## src/rtl/cond_unit.sv

```systemverilog
`default_nettype none
// ============================================================================
// Module      : cond_unit
// Description : Architectural {N,Z,C,V} flags register and condition check.
//               Gates the decoder write/PC strobes with the condition result.
// Revision    : 1.0 - initial release
// ============================================================================
module cond_unit (
    input  logic       clk,
    input  logic       rst,
    input  logic       en,
    input  logic [3:0] cond,
    input  logic [3:0] alu_flags,
    input  logic [1:0] flag_w,
    input  logic       reg_write,
    input  logic       mem_write,
    input  logic       pc_src,
    output logic       cond_ex,
    output logic       reg_write_o,
    output logic       mem_write_o,
    output logic       pc_src_o,
    output logic [3:0] flags
);

    localparam logic [3:0] c_EQ = 4'b0000;
    localparam logic [3:0] c_NE = 4'b0001;
    localparam logic [3:0] c_CS = 4'b0010;
    localparam logic [3:0] c_CC = 4'b0011;
    localparam logic [3:0] c_MI = 4'b0100;
    localparam logic [3:0] c_PL = 4'b0101;
    localparam logic [3:0] c_VS = 4'b0110;
    localparam logic [3:0] c_VC = 4'b0111;
    localparam logic [3:0] c_HI = 4'b1000;
    localparam logic [3:0] c_LS = 4'b1001;
    localparam logic [3:0] c_GE = 4'b1010;
    localparam logic [3:0] c_LT = 4'b1011;
    localparam logic [3:0] c_GT = 4'b1100;
    localparam logic [3:0] c_LE = 4'b1101;
    localparam logic [3:0] c_AL = 4'b1110;

    logic [3:0] r_flags;
    logic       w_n;
    logic       w_z;
    logic       w_c;
    logic       w_v;
    logic       w_cond_ex;
    logic       w_commit;

    assign w_n = r_flags[3];
    assign w_z = r_flags[2];
    assign w_c = r_flags[1];
    assign w_v = r_flags[0];

    // Evaluated against the registered flags only, so an instruction never
    // sees its own flag result.
    always_comb begin
        w_cond_ex = 1'b0;
        case (cond)
            c_EQ:    w_cond_ex = w_z;
            c_NE:    w_cond_ex = !w_z;
            c_CS:    w_cond_ex = w_c;
            c_CC:    w_cond_ex = !w_c;
            c_MI:    w_cond_ex = w_n;
            c_PL:    w_cond_ex = !w_n;
            c_VS:    w_cond_ex = w_v;
            c_VC:    w_cond_ex = !w_v;
            c_HI:    w_cond_ex = w_c && !w_z;
            c_LS:    w_cond_ex = !w_c || w_z;
            c_GE:    w_cond_ex = (w_n == w_v);
            c_LT:    w_cond_ex = (w_n != w_v);
            c_GT:    w_cond_ex = !w_z && (w_n == w_v);
            c_LE:    w_cond_ex = w_z || (w_n != w_v);
            c_AL:    w_cond_ex = 1'b1;
            default: w_cond_ex = 1'b0;
        endcase
    end

    assign w_commit = en && w_cond_ex;

    always_ff @(posedge clk) begin
        if (rst) begin
            r_flags <= 4'b0000;
        end else if (w_commit) begin
            if (flag_w[1]) begin
                r_flags[3:2] <= alu_flags[3:2];
            end
            if (flag_w[0]) begin
                r_flags[1:0] <= alu_flags[1:0];
            end
        end
    end

    assign cond_ex     = w_cond_ex;
    assign reg_write_o = reg_write && w_commit;
    assign mem_write_o = mem_write && w_commit;
    assign pc_src_o    = pc_src    && w_commit;
    assign flags       = r_flags;

endmodule
`default_nettype wire
```

## config.mk

```make
export PLATFORM = sky130hd
export DESIGN_NAME = cond_unit
export DESIGN_NICKNAME = d
export VERILOG_FILES = /design/src/rtl/cond_unit.sv
export SDC_FILE = /design/constraint.sdc
export NUM_CORES = 1
export LEC_CHECK = 0
export CORE_MARGIN = 10
export CORE_UTILIZATION = 30
export CTS_BUF_LIST = sky130_fd_sc_hd__clkbuf_2
export DETAILED_ROUTE_END_ITERATION = 8
export GPL_ROUTABILITY_DRIVEN = 1
export PLACE_DENSITY = 0.64
export SYNTH_ARGS = -nofsm -noshare
export SYNTH_HDL_FRONTEND = slang
export SYNTH_SLANG_ARGS = --single-unit
```

## constraint.sdc

```tcl
create_clock -name clk -period 4.5 [get_ports clk]
set_input_delay 0.9 -clock clk [delete_from_list [all_inputs] [get_ports clk]]
set_output_delay 0.9 -clock clk [all_outputs]
set_load 0.05 [all_outputs]
```

## Word level (Yosys, flattened, before mapping)

Cells that the tools add are included.

| cells by class | value |
|---|---|
| muxes and demuxes | 1 |
| reduce and logical (&&, ||, !) cells | 15 |
| equality and inequality tests | 16 |

Operators with widths:

| cell | count |
|---|---|
| $eq A4 B4 Y1 const B | 7 |
| $eq A4 B3 Y1 const B | 4 |
| $pmux W1 S15 | 1 |
| $eq A4 B2 Y1 const B | 2 |
| $logic_and A1 B1 Y1 | 6 |
| $eq A4 B1 Y1 const B | 1 |
| $logic_not A1 Y1 | 4 |
| $logic_not A4 Y1 | 1 |
| $reduce_and A2 Y1 | 2 |
| $logic_or A1 B1 Y1 | 2 |
| $eq A1 B1 Y1 | 1 |
| $ne A1 B1 Y1 | 1 |

| word-level totals | value |
|---|---|
| output and inout bits | 8 |
| flip-flop bits (word level) | 4 |
| input port bits | 16 |
| word-level logic and storage cells | 34 |

## Longest topological paths before layout

Gate-level depths: netlist of run 1.

| logic depth | value |
|---|---|
| depth in word-level cells | 5 |
| depth in mapped cells | 6 |
| depth with buffers taken out | 5 |

## Worst setup path after synthesis of run 1

OpenSTA, ideal clock, no wires.

| timing | value |
|---|---|
| path type | input to output |
| start | input cond[2] |
| end | output mem_write_o |
| arrival time | 2.349 ns |
| slack | 1.251 ns |
| stages | 6 |
| required time | 3.600 ns |
| buffers on the path | 1 |
| cells stage by stage | buf_2 and4bb_1 nor3_1 a311o_1 a31oi_1 and2_1 |

| on the way | value |
|---|---|
| word-level cells in the longest chain between the ends | 4 |
| elaborated cells between the ends (all ways) | 18 |
| classes of those cells | eq/ne (14); mux (1); reduce/logical (3) |

Ends and longest elaborated chain:

| item | RTL line | RTL |
|---|---|---|
| from (decl) | 12 | `input logic [3:0] cond,` |
| $eq A4 B4 Y1, or another cell as far along | 58 | `case (cond)` |
| $pmux W1 S15 (*) | 58 |  |
| $logic_and A1 B1 Y1 (*) | 78 | `assign w_commit = en && w_cond_ex;` |
| $logic_and A1 B1 Y1 (*) | 95 | `assign mem_write_o = mem_write && w_commit;` |
| to (decl) | 20 | `output logic mem_write_o,` |

Every way passes the cells marked *; elsewhere a longest branch is shown, timed or not.

## Worst setup path after layout of run 1

| timing | value |
|---|---|
| start | input cond[0] |
| end | output cond_ex |

| on the way | value |
|---|---|
| word-level cells in the longest chain between the ends | 2 |
| elaborated cells between the ends (all ways) | 16 |
| classes of those cells | eq/ne (14); mux (1); reduce/logical (1) |

Ends and longest elaborated chain:

| item | RTL line | RTL |
|---|---|---|
| $eq A4 B4 Y1, or another cell as far along | 58 |  |
| $pmux W1 S15 (*) | 58 |  |
| to (decl) | 18 | `output logic cond_ex,` |

Marks and branches as above.

==> results of run 1 <==
-- synth_stat cells (2+ instances only) --
cell type,count
a31oi_1,3
and2_1,4
and4bb_1,2
buf_2,2
dfxtp_1,4
inv_1,2
mux2i_1,5
nand2_1,3
nand2b_1,8
nor2_1,2
nor3_1,2
xor2_1,2
-- path summary, 6_finish.rpt --
path	from	endpoint	cells after the start
worst max register to register	flags[3]$_SDFFE_PP0P_	flags[0]$_SDFFE_PP0P_	5
worst min-delay path	flags[1]$_SDFFE_PP0P_	flags[1]$_SDFFE_PP0P_	2
worst min register to register	flags[1]$_SDFFE_PP0P_	flags[1]$_SDFFE_PP0P_	2
worst max-delay path	cond[0]	cond_ex	6
-- metrics by stage --
stage               instances  worst slack [ns]
floorplan                  57             1.251
global placement           93            0.3820
detailed placement         93            0.3441
CTS                        96            0.3421
global route               96            0.1865
finish                     96            0.3483
-- power by group --
group,total [W],switching (W),internal (W)
Combinational,0.0000611,0.0000315,0.0000295
Sequential,0.0000397,0.00000273,0.0000370
Clock,0.0000341,0.0000161,0.0000180
Total,0.000135,0.0000504,0.0000845
-- cell usage in the layout (no fill, tap or decap), types with 3 or more instances in the layout --
master           netlist  final
nand2_1                3      3
clkbuf_2               0      3
and2_1                 4      4
buf_4                  0      3
a31oi_1                3      3
dfxtp_1                4      4
nand2b_1               8      8
mux2i_1                5      5
clkdlybuf4s50_1        0     20
-- final cells by class --
cell class,instances,area [µm²]
fillers,147,784.5
multi-input cells,48,359.1
repair buffers,23,222.7
flip-flops and latches,4,80.08
well taps,16,20.02
clock buffers,3,15.01
inverters,2,7.507
-- metal layers --
| metal | vias up | global-route usage |
|---|---|---|
| li1 | 256 | - |
| met4 | 0 | 0.02885 |
| met2 | 28 | 0.09064 |
| met5 | - | 0 |
| met3 | 0 | 0.05794 |
| met1 | 207 | 0.09102 |
-- critical path, cell delays in order --
cell	delay [ns]
clkdlybuf4s50_1	0.71
nor3b_2	0.23
o21ai_0	0.09
a311o_1	0.42
nand3_1	0.10
clkdlybuf4s50_1	0.81
-- kinds of logic after synthesis --
kind of cell / Yosys count
AND/OR/NAND/NOR: 30
AO/OA/AOI/OAI: 10
multiplexers: 5
buffers and inverters: 5
flip-flops: 4
XOR/XNOR: 3
==> run metrics, run 1 <==
complex-gate fraction of the synthesized area=0.1711; yosys warns=0; Final Setup Violations=0; post-cts hold buffer count=0; DR vias/cell=5.115; die width=59.50 µm; fin nets=98; Num CTS Buffers=3; Longest Clk Path Bufs=2; Synth Net Count=73; Tcrit/Tclk final=0.9226; final RePlAce weighted congestion=0.7717; post-CTS setup buffers=0; Clk pin slew, worst setup/hold paths=0.05 ns; vias in the first global route=445; fin util=0.4731; initial antenna violation count=0; worst hold path class=reg -> reg; multiplexer share of the synthesized area=0.1070; die area=3540 µm²; gr ovfl total=0; top cell type's share of synthesized area=0.1711; first-pass GRT wire length=2049 µm; Highest Signal Layer=met3; Routed WL per cell=13.22 µm; fmax=240.9 MHz; Seq/Total Area, Yosys=0.1711; top-level I/O count=24; DRT met1 WL=592 µm; IO Port Bufs=23; H-tree depth=1; Root Buffer=clkbuf_2; pins over their slew limit=0; post-route cell area=704.4 µm²; dpl cell area=689.4 µm²; max reg flops=4; Ant. Diodes=0; Crit Path Category=in -> out; WL final=1269 µm; RSZ-0062 raised after global routing=false; Synth Area in XOR/XNOR=0.05615; WP data required=3.60 ns; Starting Density=0.3143; Peak VDD IR=0.0001178 V; Post-synth EDFFs=0; DRC=0; Post-CTS Resized=0; overall power=0.0001349 W; clock period minus final worst setup slack=4.152 ns; status=completed; WL met2=479 µm; startpoint type of the worst setup path=input port; CP arrival=3.25 ns; Synth cell types=30; reg2reg setup slack=2.68 ns; fraction of the mapped netlist area in adder cells=0; PwrDens=191.4 nW/µm²; Die Span Y=59.50 µm; skew final=0.001229 ns; Hold Fails Final Rpt=0; largest net degree at the start of global routing=15; ys flop type=dfxtp_1; async set-reset flop share out of synthesis=0; Worst Path Max Fanout=14; Area Overhead vs Synth=50.53%; post-synthesis cell area=467.9 µm²; Mapped Cells=57; clk_lat worst skew=0.21 ns; largest cells by area after synthesis=dfxtp_1 (17%), mux2i_1 (11%), nand2b_1 (11%), and2_1 (5.3%), and4bb_1 (5.3%); area leader, netlist=dfxtp_1; core area=1489 µm²; clk sink count=4; Worst Max-Slew Pin Slew=0.5093 ns; max cap viols=0; critical path capture point type=output pin; slew margin rel.=0.6594; CTS tree=built; WHS=0.5344 ns; Leak=0.2805 nW; simple-gate area share of the yosys netlist=0.4332; setup_tns=0 ns; Vias=491; largest family of logic cells by synthesized area=simple AND/OR/NAND/NOR gates; Detail Route met3 WL=196 µm; DP HPWL=1002 µm; DR iter-0 viols=12; Std-Cell Rows=14; share of post-route cells with drive strength above 1=0.1125; Initial DRT Pass Iterations=4; GRT Util Overall=0.07365; Avg Cell Area, Syn=8.210 µm²; antenna viol nets, final=0; Seq cells post-synth=4
(Power assumes the default switching activity.)
==> run 2, diff against run 1 <==
--- a/config.mk
+++ b/config.mk
@@ -5,12 +5,13 @@
 export SDC_FILE = /design/constraint.sdc
 export NUM_CORES = 1
 export LEC_CHECK = 0
+export ABC_AREA = 1
 export CORE_MARGIN = 10
 export CORE_UTILIZATION = 30
 export CTS_BUF_LIST = sky130_fd_sc_hd__clkbuf_2
 export DETAILED_ROUTE_END_ITERATION = 8
-export GPL_ROUTABILITY_DRIVEN = 1
-export PLACE_DENSITY = 0.64
+export GPL_ROUTABILITY_DRIVEN = 0
+export PLACE_DENSITY = 0.65
 export SYNTH_ARGS = -nofsm -noshare
 export SYNTH_HDL_FRONTEND = slang
 export SYNTH_SLANG_ARGS = --single-unit
==> constraint.sdc (replaced) <==
create_clock -name clk -period 5.2 [get_ports clk]
set_input_delay 1.04 -clock clk [delete_from_list [all_inputs] [get_ports clk]]
set_output_delay 1.04 -clock clk [all_outputs]
set_load 0.05 [all_outputs]
==> run 2 against run 1 <==
Compared with the run above: setup slack better by 0.62 ns; register-to-register slack better by 1.1 ns; sequential cell count stayed put; die area decreased by 2.7%; routed wire length is 3.2% higher; total power down 1.2%; combinational power increased by 14%; critical path type unchanged.
==> run metrics, run 2 <==
CP arrival=3.20 ns (-0.05 ns); Worst Path Max Fanout=8 (-6); setup_tns=0 ns (unchanged); Root Buffer=clkbuf_2; top-count cell post-synth=nand2_1; Synth Net Count=106 (+45%); Longest Clk Path Bufs=2 (unchanged); Crit Path Category=in -> out; PwrDens=186.8 nW/µm² (-2.4%); Std-Cell Rows=13 (-1); Avg Cell Area, Syn=4.991 µm² (-39%); slew margin rel.=0.6558 (-0.003576); dpl cell area=698.2 µm² (+1.3%); clk sink count=4 (unchanged); Final Setup Violations=0 (unchanged); Synth cell types=12 (-60%); critical path's largest stage delay=0.82 ns (about the same); Highest Signal Layer=met4; Clk pin slew, worst setup/hold paths=0.05 ns (about the same); H-tree depth=1 (unchanged); worst path cell trace=clkdlybuf4s50_1 -> inv_1 -> nor2_1 -> nand3_1 -> nand2_1 -> nand2_1 -> nand2_2 -> nor2_2 -> nand2_4 -> nand2_1 -> nor2_1 -> clkdlybuf4s50_1; largest cells by area after synthesis=nand2_1 (27%), inv_1 (18%), dfxtp_1 (18%), nor2_1 (12%), nand3_1 (6.7%); worst hold path class=reg -> reg; die width=58.70 µm (-1.3%); RSZ-0062 raised after global routing=false; first-pass GRT wire length=2118 µm (+3.4%); Post-synth top cells=nand2_1 (32), inv_1 (22), nor2_1 (14); fmax=236.1 MHz; Int Power=0.00007618 W (-9.8%); Area Overhead vs Synth=58.77%; gr ovfl total=0 (unchanged); Die Span Y=58.70 µm (-1.3%); max reg flops=4 (unchanged); Routed WL per cell=9.992 µm (-24%); Most common cell on crit path=nand2_1; DRT met1 WL=525 µm (-11%); initial antenna violation count=0 (unchanged); logic gate share of total power=0.525 (+0.072); sequential share of power=0.263 (-0.032); Ant. Diodes=0 (unchanged); Peak VDD IR=0.00009547 V (-19%); DR vias/cell=4.443 (-13%); pins over their slew limit=0 (unchanged); filler cell count=167 (+14%); fin nets=134 (+37%); top-level I/O count=24 (unchanged); status=completed; max cap viols=0 (unchanged); Num CTS Buffers=3 (unchanged); share of post-route cells with drive strength above 1=0.06897 (-0.04353); Post-synth EDFFs=0 (unchanged); area leader, netlist=nand2_1; Seq cells post-synth=4 (unchanged); GRT Util Overall=0.08079 (+0.007142); sw frac=0.4281 (+0.05464); Initial DRT Pass Iterations=4 (unchanged); Post-CTS Resized=0 (unchanged); DP HPWL=1156 µm (+15%); slowest CP cell=clkdlybuf4s50_1; WL final=1309 µm (+3.2%); antenna viol nets, final=0 (unchanged); clock power share=0.212 (-0.041); largest net degree at the start of global routing=9 (-6); WL met2=579 µm (+21%); skew final=0.003439 ns (+0.002210 ns); Mapped Cells=90 (+58%); post-route setup slack=0.9649 ns (+0.6166 ns); startpoint type of the worst setup path=input port; WP data required=4.16 ns (+0.56 ns); post-route cell area=713.2 µm² (+1.2%); reg2reg setup slack=3.81 ns (+1.13 ns); post-synthesis cell area=449.2 µm² (-4.0%); WHS=0.5945 ns (+0.06016 ns); pre-CTS setup slack=0.9483 ns (+0.6042 ns); DR iter-0 viols=5 (-7); clk_lat worst skew=0.21 ns (about the same); most frequent cells in the layout=nand2_1 (32), clkdlybuf4s50_1 (23), inv_1 (22); Top delay family on crit path=buffers and inverters; NetSw=0.00005702 W (+13%); ys flop type=dfxtp_1; Vias=582 (+19%); yosys warns=0 (unchanged); Worst Max-Slew Pin Slew=0.5146 ns (+0.005348 ns); critical path capture point type=output pin; Tcrit/Tclk final=0.8145; die area=3445 µm² (-2.7%); commonest non-fill, non-tap cell in the layout=nand2_1; top cell type's share of synthesized area=0.2674 (+0.09629); Leak=0.3788 nW (+35%); post-cts hold buffer count=0 (unchanged); DRC=0 (unchanged); async set-reset flop share out of synthesis=0 (unchanged); CTS tree=built; core area=1350 µm² (-9.3%); IO Port Bufs=23 (unchanged); post-CTS setup buffers=0 (unchanged); worst path buffer plus inverter count=3 (+1); Seq/Total Area, Yosys=0.1783 (+0.007150); Detail Route met3 WL=191 µm (-2.6%); clock period minus final worst setup slack=4.235 ns; vias in the first global route=534 (+20%); Hold Fails Final Rpt=0 (unchanged); Starting Density=0.3327 (+0.01843)
## run 2: cell count changes after synthesis, sizes merged, moves of 3 or more
cell	change
nand3	+7
nor2	+13
nand2b	-8
mux2i	-5
nand2	+31
inv	+20
nand4	+4
buf	-3
and2	-4
a31oi	-3
## run 2: final timing paths
path	from	end	cells after the start
setup reg to reg	flags[3]$_SDFFE_PP0P_	flags[0]$_SDFFE_PP0P_	13
hold / removal	flags[2]$_SDFFE_PP0P_	flags[2]$_SDFFE_PP0P_	4
hold reg to reg	flags[2]$_SDFFE_PP0P_	flags[2]$_SDFFE_PP0P_	4
setup / recovery	cond[3]	mem_write_o	12
## run 2: layout make-up
type | count | area [µm²] | area share
sequential | 4 | 80.08 | 0.1123
clock buffer | 3 | 15.01 | 0.02105
timing repair buffer | 23 | 230.2 | 0.3228
tap | 15 | 18.77 | 0.02632
inverter | 22 | 82.58 | 0.1158
multi-input combinational | 64 | 286.5 | 0.4018
## run 2: power groups by stage
stage	clock, W	combinational [W]	sequential [W]
global placement	0	0.0000704	0.0000355
detailed placement	0	0.0000704	0.0000355
global route	0.0000321	0.0000771	0.0000353
floorplan	0	0.0000348	0.0000431
CTS	0.0000297	0.0000708	0.0000350
finish	0.0000282	0.0000699	0.0000350
## run 2: worst min-delay path: cells and delay by family (launching register included)
kind | cells | cell delay (ns)
buffers and inverters | 2 | 0.13
flip-flops | 1 | 0.33
AND/OR/NAND/NOR | 2 | 0.09
## run 2: through the flow
step                       power (W)    util  instances
final                      0.0001332  0.5283        131
after global routing       0.0001445  0.5283        131
after CTS                  0.0001355  0.5283        131
after detailed placement   0.0001059  0.5171        128
after global placement     0.0001059  0.5171        128
after floorplan           0.00007787       -         90
## run 2: cells by family (layout without fill, tap and decap cells)
logic type      Yosys count  in the layout  share of synthesized area
buf+inv                  22             48                     0.1838
compound gates            2              2                    0.02229
flops                     4              4                     0.1783
simple gates             62             62                     0.6156
## run 2: layer usage
layer	up-vias	track usage
li1	319	-
met1	241	0.07074
met2	20	0.1199
met3	2	0.06867
met4	0	0.05902
met5	-	0
==> run 3, diff against run 2 <==
==> constraint.sdc (replaced) <==
create_clock -name clk -period 3.95 [get_ports clk]
set_input_delay 0.79 -clock clk [delete_from_list [all_inputs] [get_ports clk]]
set_output_delay 0.79 -clock clk [all_outputs]
set_load 0.05 [all_outputs]
==> run 3 against run 2 <==
Compared with the run above: final cell count did not move; combinational power rose by 29%; core utilization fell by 0.74 points; clock skew fell by 0.0025 ns; critical path type unchanged; highest routed layer is now met3; sequential power rose by 32%; final area fell by 1.4%; clock power rose by 27%; sequential share of layout area rose by 0.16 points; register-to-register slack got worse by 1.3 ns.
==> run metrics, run 3 (same netlist as run 2, synthesis figures left out) <==
clock period minus final worst setup slack=3.131 ns; Leak=0.3855 nW (+1.8%); Std-Cell Rows=13 (unchanged); WHS=0.5766 ns (-0.01798 ns); DR iter-0 viols=9 (+4); Peak VDD IR=0.0001200 V (+26%); Worst Max-Slew Pin Slew=0.5012 ns (-0.01340 ns); core area=1350 µm² (unchanged); slowest CP cell=clkdlybuf4s50_1; most frequent cells in the layout=nand2_1 (32), inv_1 (22), clkdlybuf4s50_1 (19); startpoint type of the worst setup path=input port; RSZ-0062 raised after global routing=false; die width=58.70 µm (unchanged); Hold Fails Final Rpt=0 (unchanged); critical path's largest stage delay=0.52 ns (-0.30 ns); vias in the first global route=561 (+5.1%); Final Setup Violations=0 (unchanged); worst hold path class=reg -> reg; slew margin rel.=0.6648 (+0.008960); Post-CTS Resized=0 (unchanged); pins over their slew limit=0 (unchanged); critical path capture point type=output pin; DRC=0 (unchanged); skew final=0.0009153 ns (-0.002524 ns); post-CTS setup buffers=0 (unchanged); IO Port Bufs=23 (unchanged); die area=3445 µm² (unchanged); Routed WL per cell=9.733 µm (-2.6%); WP data required=3.16 ns (-1.00 ns); DP HPWL=1148 µm (-0.64%); clk_lat worst skew=0.20 ns (about the same); commonest non-fill, non-tap cell in the layout=nand2_1; Area Overhead vs Synth=56.55%; clk sink count=4 (unchanged); share of post-route cells with drive strength above 1=0.1034 (+0.03448); CP arrival=2.34 ns (-0.86 ns); antenna viol nets, final=0 (unchanged); Most common cell on crit path=nand2_1; post-cts hold buffer count=0 (unchanged); Worst Path Max Fanout=8 (unchanged); fmax=319.3 MHz; setup_tns=0 ns (unchanged); CTS tree=built; dpl cell area=688.2 µm² (-1.4%); worst path buffer plus inverter count=2 (-1); WL final=1275 µm (-2.6%); DR vias/cell=4.351 (-2.1%); PwrDens=245.0 nW/µm² (+31%); Ant. Diodes=0 (unchanged); Die Span Y=58.70 µm (unchanged); Crit Path Category=in -> out; GRT Util Overall=0.07613 (-0.004662); Clk pin slew, worst setup/hold paths=0.04 ns (about the same); Longest Clk Path Bufs=2 (unchanged); Root Buffer=clkbuf_2; max reg flops=4 (unchanged); first-pass GRT wire length=2097 µm (-0.99%); worst path cell trace=clkdlybuf4s50_1 -> nand2_1 -> a21oi_1 -> nand2_1 -> nand2_1 -> nand2_1 -> nor2_2 -> nand2_4 -> nand2_1 -> nor2_1 -> buf_4; overall power=0.0001723 W (+29%); top-level I/O count=24 (unchanged); Top delay family on crit path=buffers and inverters; max cap viols=0 (unchanged); fin nets=134 (unchanged); Min-Delay Path Depth=4 (unchanged); initial antenna violation count=0 (unchanged); Tcrit/Tclk final=0.7928; Starting Density=0.3327 (unchanged); post-route cell area=703.2 µm² (-1.4%); Vias=570 (-2.1%); Stages on worst setup path=11 (-1); H-tree depth=1 (unchanged); Num CTS Buffers=3 (unchanged); Initial DRT Pass Iterations=4 (unchanged); status=completed; r2r worst-path depth=13 (unchanged); gr ovfl total=0 (unchanged); fin util=0.5209 (-0.007414); largest net degree at the start of global routing=9 (unchanged)
## run 3: final cells by class
cell class,instances,area [µm²]
multi-input cells,64,286.5
flip-flops and latches,4,80.08
clock buffers,3,15.01
well taps,15,18.77
inverters,22,82.58
repair buffers,23,220.2
fillers,163,646.9
## run 3: path summary, 6_finish.rpt
path / start / to / slack, ns
hold reg to reg: flags[1]$_SDFFE_PP0P_ / flags[1]$_SDFFE_PP0P_ / 0.58
setup reg to reg: flags[0]$_SDFFE_PP0P_ / flags[0]$_SDFFE_PP0P_ / 2.55
hold / removal: flags[1]$_SDFFE_PP0P_ / flags[1]$_SDFFE_PP0P_ / 0.58
setup / recovery: cond[2] / reg_write_o / 0.82
## run 3: where the power goes
part           switching [W]  leakage [nW]  total [W]  internal [W]
logic              0.0000553         0.340  0.0000903     0.0000350
registers         0.00000254        0.0327  0.0000461     0.0000436
clock network      0.0000155        0.0125  0.0000359     0.0000204
total              0.0000733         0.385   0.000172     0.0000990
## run 3: metrics by stage
| step | setup WS, ns | std cells |
|---|---|---|
| after floorplan | 0.9802 | 90 |
| after global placement | 0.8155 | 128 |
| after detailed placement | 0.8150 | 128 |
| after CTS | 0.8087 | 131 |
| after global routing | 0.6195 | 131 |
| final | 0.8186 | 131 |
## run 3: per-layer routing
layer  up-vias  share of wire  track usage  wire length, µm
met5         -              0            0                0
met4         0              0      0.05574                0
met3         0           0.12      0.04721              151
met2        20           0.43       0.1168              553
met1       230           0.45      0.07332              570
li1        320              -            -                -
## run 3: tightest hold or removal path: cells and delay by family (launching register included)
kind,cells,cell delay (ns)
flip-flops,1,0.31
buffers and inverters,2,0.13
AND/OR/NAND/NOR,2,0.09
